<file path="config.mk">
export PLATFORM = sky130hd
export DESIGN_NAME = alu_seq_ctrl
export DESIGN_NICKNAME = d
export VERILOG_FILES = /design/src/rtl/alu_seq_pkg.sv /design/src/rtl/alu_seq_ctrl.sv
export SDC_FILE = /design/constraint.sdc
export NUM_CORES = 1
export LEC_CHECK = 0
export CAP_MARGIN = 10
export CORE_MARGIN = 4
export CORE_UTILIZATION = 35
export DETAILED_ROUTE_END_ITERATION = 10
export PLACE_DENSITY = 0.66
export SLEW_MARGIN = 20
export SYNTH_ARGS = -nofsm -noshare
export SYNTH_HDL_FRONTEND = slang
export SYNTH_SLANG_ARGS = --single-unit
</file>
<file path="constraint.sdc">
create_clock -name clk -period 1.52 [get_ports clk]
set_input_delay 0.304 -clock clk [delete_from_list [all_inputs] [get_ports clk]]
set_output_delay 0.304 -clock clk [all_outputs]
set_load 0.005 [all_outputs]
</file>
<file path="src/rtl/alu_seq_pkg.sv">
// Shared definitions for the byte-serial ALU sequencer: FSM encoding,
// opcode field positions and default widths.
package alu_seq_pkg;

  localparam int DATA_W_DEF = 8;
  localparam int SEL_W_DEF  = 3;

  // Opcode byte layout: ALU select in the low bits, chain request in bit 7.
  localparam int SEL_LSB   = 0;
  localparam int CHAIN_BIT = 7;

  typedef enum logic [2:0] {
    GET_A,
    GET_B,
    GET_OP,
    EXEC,
    RESP
  } state_t;

endpackage

</file>
<file path="src/rtl/alu_seq_ctrl.sv">
// Collects A, B and opcode bytes, drives an external combinational ALU and
// returns the registered result. Optional accumulate chaining: ALU_SEQ_CHAIN_EN.
module alu_seq_ctrl
  import alu_seq_pkg::*;
#(
  parameter int DATA_W = DATA_W_DEF,
  parameter int SEL_W  = SEL_W_DEF
) (
  input  logic              clk,
  input  logic              rst,
  input  logic              in_valid,
  input  logic [DATA_W-1:0] in_data,
  output logic              in_ready,
  output logic [DATA_W-1:0] alu_a,
  output logic [DATA_W-1:0] alu_b,
  output logic [SEL_W-1:0]  alu_sel,
  input  logic [DATA_W-1:0] alu_result,
  input  logic              alu_cout,
  output logic              out_valid,
  output logic [DATA_W-1:0] out_data,
  output logic              out_cout,
  input  logic              out_ready,
  output logic              busy,
  output logic [7:0]        op_count
);

  state_t            state, next_state;
  logic [DATA_W-1:0] reg_a, reg_b;
  // Only the opcode bits that matter are kept; the rest of the byte is dropped.
  logic [SEL_W-1:0]  reg_sel;
`ifdef ALU_SEQ_CHAIN_EN
  logic              reg_chain;
`endif
  logic              accept, resp_done;

  assign alu_a   = reg_a;
  assign alu_b   = reg_b;
  assign alu_sel = reg_sel;

  assign accept    = in_valid && in_ready;
  assign resp_done = out_valid && out_ready;

  // NOTE: sequential state uses non-blocking assignments so every register
  // samples pre-edge values, independent of block ordering.
  always_ff @(posedge clk) begin
    if (rst) state <= GET_A;
    else     state <= next_state;
  end

  // NOTE: every output of this block gets a default first, so no path can
  // leave a signal unassigned and infer a latch.
  always_comb begin
    next_state = state;
    in_ready   = 1'b0;
    out_valid  = 1'b0;
    busy       = 1'b1;
    unique case (state)
      GET_A: begin
        in_ready = 1'b1;
        busy     = 1'b0;
        if (in_valid) next_state = GET_B;
      end
      GET_B: begin
        in_ready = 1'b1;
        if (in_valid) next_state = GET_OP;
      end
      GET_OP: begin
        in_ready = 1'b1;
        if (in_valid) next_state = EXEC;
      end
      EXEC: next_state = RESP;
      RESP: begin
        out_valid = 1'b1;
        if (out_ready) begin
`ifdef ALU_SEQ_CHAIN_EN
          next_state = reg_chain ? GET_B : GET_A;
`else
          next_state = GET_A;
`endif
        end
      end
      default: next_state = GET_A;
    endcase
  end

  // NOTE: every datapath register is reset here, so a partial command is
  // discarded and the first cycle after reset sees clean operands.
  always_ff @(posedge clk) begin
    if (rst) begin
      reg_a     <= '0;
      reg_b     <= '0;
      reg_sel   <= '0;
`ifdef ALU_SEQ_CHAIN_EN
      reg_chain <= 1'b0;
`endif
      out_data  <= '0;
      out_cout  <= 1'b0;
      op_count  <= '0;
    end else begin
      if (accept && state == GET_A) reg_a <= in_data;
      if (accept && state == GET_B) reg_b <= in_data;
      if (accept && state == GET_OP) begin
        reg_sel   <= in_data[SEL_LSB +: SEL_W];
`ifdef ALU_SEQ_CHAIN_EN
        reg_chain <= in_data[CHAIN_BIT];
`endif
      end
      if (state == EXEC) begin
        out_data <= alu_result;
        out_cout <= alu_cout;
      end
      if (resp_done) begin
        op_count <= op_count + 8'd1;
`ifdef ALU_SEQ_CHAIN_EN
        // Chained command: the result becomes the next A operand.
        if (reg_chain) reg_a <= out_data;
`endif
      end
    end
  end

endmodule

</file>
==> flow_summary.rst <==
.. list-table::
   :header-rows: 1

   * - Metric
     - Value
   * - Status
     - finished clean
   * - Async SR Flop Fraction
     - 0
   * - Post-Syn Nets
     - between 150 and 200
   * - DRC viols
     - 0
   * - Sequential Area
     - between 700 and 800 µm²
   * - Floorplan die area
     - between 0.005 and 0.006 mm²
   * - TritonCTS clock tree
     - built
   * - Sink count of the clock tree
     - 39
   * - Vias in the first global route
     - ~1300
   * - Post-synthesis sequential element count
     - 39
   * - Type of the most critical hold path
     - in -> reg
   * - H-tree levels
     - 2
   * - Pre-antenna DRT Iters
     - 4
   * - Worst EP required
     - 1.22 ns
   * - Ant diodes
     - 0
   * - Area growth from synthesis to final layout
     - 55.3%
   * - Die outline height
     - ~74 µm
   * - Floorplan die width
     - 74.5 µm
   * - VDD IR-drop max
     - 0.458 mV
   * - Main combinational cell family by area after synthesis
     - simple AND/OR/NAND/NOR gates
   * - Summed area of non-filler cells in the final layout
     - approximately 0.0024 mm²
   * - Final wirelength
     - roughly 3.6 mm
   * - Total of warnings raised by yosys
     - 0
   * - Avg Vias per Cell
     - about 4.8
   * - Critical Path AT
     - about 1.2 ns
   * - Layout cells sized above 1
     - 0.159
   * - Number of flops mapped to enable cells by yosys
     - 0
   * - Type of the worst setup path
     - reg -> out
   * - Post-DRT Antenna Nets
     - 0
   * - Multiplexer area fraction after synthesis
     - 0.137
   * - Routed wirelength normalized by instance count
     - about 13 µm
   * - Global-route wire length before repair
     - about 5.7 mm
   * - Adder and majority cell fraction of the synthesized area
     - 0.00809
   * - Worst relative slew slack
     - 0.840
   * - Worst Tran Pin Value
     - about 0.24 ns
   * - Initial antenna violation count
     - 0
   * - Total half-perimeter wirelength after legalization and detailed placement
     - about 2.6 mm
   * - Post-placement setup slack
     - -0.320 ns
   * - Core area
     - 0.00414 mm²
   * - Final Net Count
     - 256
   * - Post-DP Area
     - around 0.0023 mm²
   * - Count of filler cells inserted in the layout
     - between 300 and 400
   * - Post-CTS Setup Repair Bufs
     - 0
   * - GRT Residual Overflow
     - 0
   * - Buffer levels on the longest clock path
     - 2
   * - # placed instances
     - 277
   * - Final setup skew
     - just under 0.003 ns
   * - Buffering stage count on the worst path with inverters included
     - 1
   * - Placement Rows
     - 23
   * - Count of max-cap constraint violations
     - 0
   * - Insertion delay to the later sink of the worst-skew pair
     - around 0.28 ns
   * - Final clock period utilization by the worst path
     - 0.969
   * - Post-synthesis share of cell area spent on xor and xnor gates
     - 0.00566
   * - TritonCTS buffer count
     - 5
   * - Final Instance Count excl. Fillers
     - roughly 280
   * - Final hold slack
     - 0.380 ns
   * - Slowest stage cell on the critical path
     - clkdlybuf4s50_1
   * - Count of input and output buffers
     - 59
   * - DR iter-0 viols
     - 59
   * - Effective utilization at floorplan
     - 0.373
   * - Clock-pin transition on the worst setup and hold timing paths
     - 0.07 ns
   * - Number of distinct library cells after synthesis
     - 31
   * - Achievable frequency
     - 679 MHz
   * - Simple-gate share of the synthesized area
     - 0.222
   * - CP delay by family, top
     - buffers and inverters
   * - Overall power consumption
     - ~0.0019 W
   * - Hold Violations, Final
     - 0
   * - Kind of launch point of the worst setup path
     - flop
   * - Setup repair after global routing missed its margin
     - false
   * - Largest fanout on the critical path
     - 6
   * - Crit. End Element
     - output port
   * - Critical Path Max Stage Delay
     - between 0.5 and 0.6 ns
   * - Max-slew violation count
     - 0
   * - Maximum number of pins on one net before global-route repair
     - 20
   * - Number of endpoints failing setup at the final stage
     - 0
   * - GR Util All Layers
     - 0.134
   * - Cell chain of the critical path
     - clkdlybuf4s50_1
   * - Top Ports
     - 60
   * - Most frequent cells in the layout
     - clkdlybuf4s50_1, dfxtp_1, nor2_1
   * - Area fraction in compound gates after synthesis
     - 0.0777
   * - Post-route setup slack
     - about 0.047 ns
   * - Total number of vias
     - 1358
   * - Buffer cell driving the clock tree root
     - clkbuf_8
   * - Number of standard cells after synthesis
     - between 150 and 200
   * - Mean cell area of the mapped netlist
     - 9.43 µm²
   * - Cell Pwr Density
     - between 800 and 900 mW/mm²
   * - Static leakage
     - 0.953 nW
   * - Cell Area, Synth
     - around 0.0015 mm²
   * - Top_reg_cell synth
     - dfxtp_1
   * - Most common cell after layout, fill and taps aside
     - clkdlybuf4s50_1
   * - Post-layout min period
     - between 1 and 1.5 ns
   * - Footprint of the multi-input gates
     - approximately 750 µm²
   * - Sequential cell area fraction in the yosys report
     - 0.505
   * - Global placer's final weighted congestion
     - approximately 0.76
path summary, 6_finish.rpt:
check        slack, ns     endpoint        start  cells past startpoint
max               0.05  op_count[2]  op_count[2]                      1
min               0.38  op_count[1]    out_ready                      3
max reg2reg       0.14  op_count[5]     state[1]                      3
min reg2reg       0.45     alu_a[5]     alu_a[5]                      2
metrics by stage:
step / util / setup TNS [ns]
global route: 0.579 / 0
detailed placement: 0.548 / -5.12
global placement: 0.548 / -4.58
finish: 0.579 / 0
CTS: 0.569 / 0
floorplan: - / 0
worst reg2reg max path, delay by kind of cell, from the launching register on:
family | cells | cell delay [ns]
AO/OA/AOI/OAI | 1 | 0.15
flip-flops | 1 | 0.36
AND/OR/NAND/NOR | 2 | 0.81
metal layers:
metal	wire length, µm	global-route usage	up-vias	share of wire
met4	50	0.0593	0	0.014
met5	0	0	-	0
li1	-	-	698	-
met1	1610	0.163	625	0.44
met3	186	0.0432	6	0.052
met2	1770	0.216	29	0.49
report_power, final:
part           internal [W]  switching [W]
sequential          0.00105      0.0000185
clock              0.000305       0.000305
combinational      0.000163       0.000103
total               0.00152       0.000426
repair_timing:
item	CTS	global route
gates resized for setup	11	13
setup endpoints to repair	8	23
pin swaps	0	1
hold buffers	0	0
endpoints found under the hold margin	0	0
Yosys cell counts, drive strengths merged (3+ instances only):
| library cell | instances | area [µm²] |
|---|---|---|
| nand2 | 18 | 67.6 |
| or3 | 4 | 25.0 |
| buf | 9 | 51.3 |
| o21ai | 3 | 15.0 |
| nor2 | 22 | 82.6 |
| nand3 | 5 | 25.0 |
| a21oi | 18 | 90.1 |
| mux2i | 20 | 200 |
| inv | 3 | 11.3 |
| dfxtp | 39 | 781 |
state kept, by name, indices dropped and copies added, names as in the netlist:
register	cells
alu_a	8
state	3
alu_b	8
out_data	8
out_cout	1
alu_sel	3
op_count	8
cell type report:
| cell class | count | share of cell area |
|---|---|---|
| Inverter | 3 | 0.00469 |
| Tap cell | 50 | 0.0261 |
| Clock buffer | 6 | 0.0302 |
| Timing Repair Buffer | 74 | 0.296 |
| Multi-Input combinational cell | 111 | 0.313 |
| Sequential cell | 39 | 0.330 |
cells by family (layout without fill, tap and decap cells):
kind of cell	Yosys count	after routing
compound gates	23	23
xor+xnor	1	1
fa+ha+maj	1	1
buf+inv	14	83
flops	39	39
mux	21	21
simple gates	65	65
No activity file was read; power rests on OpenSTA's default activity.
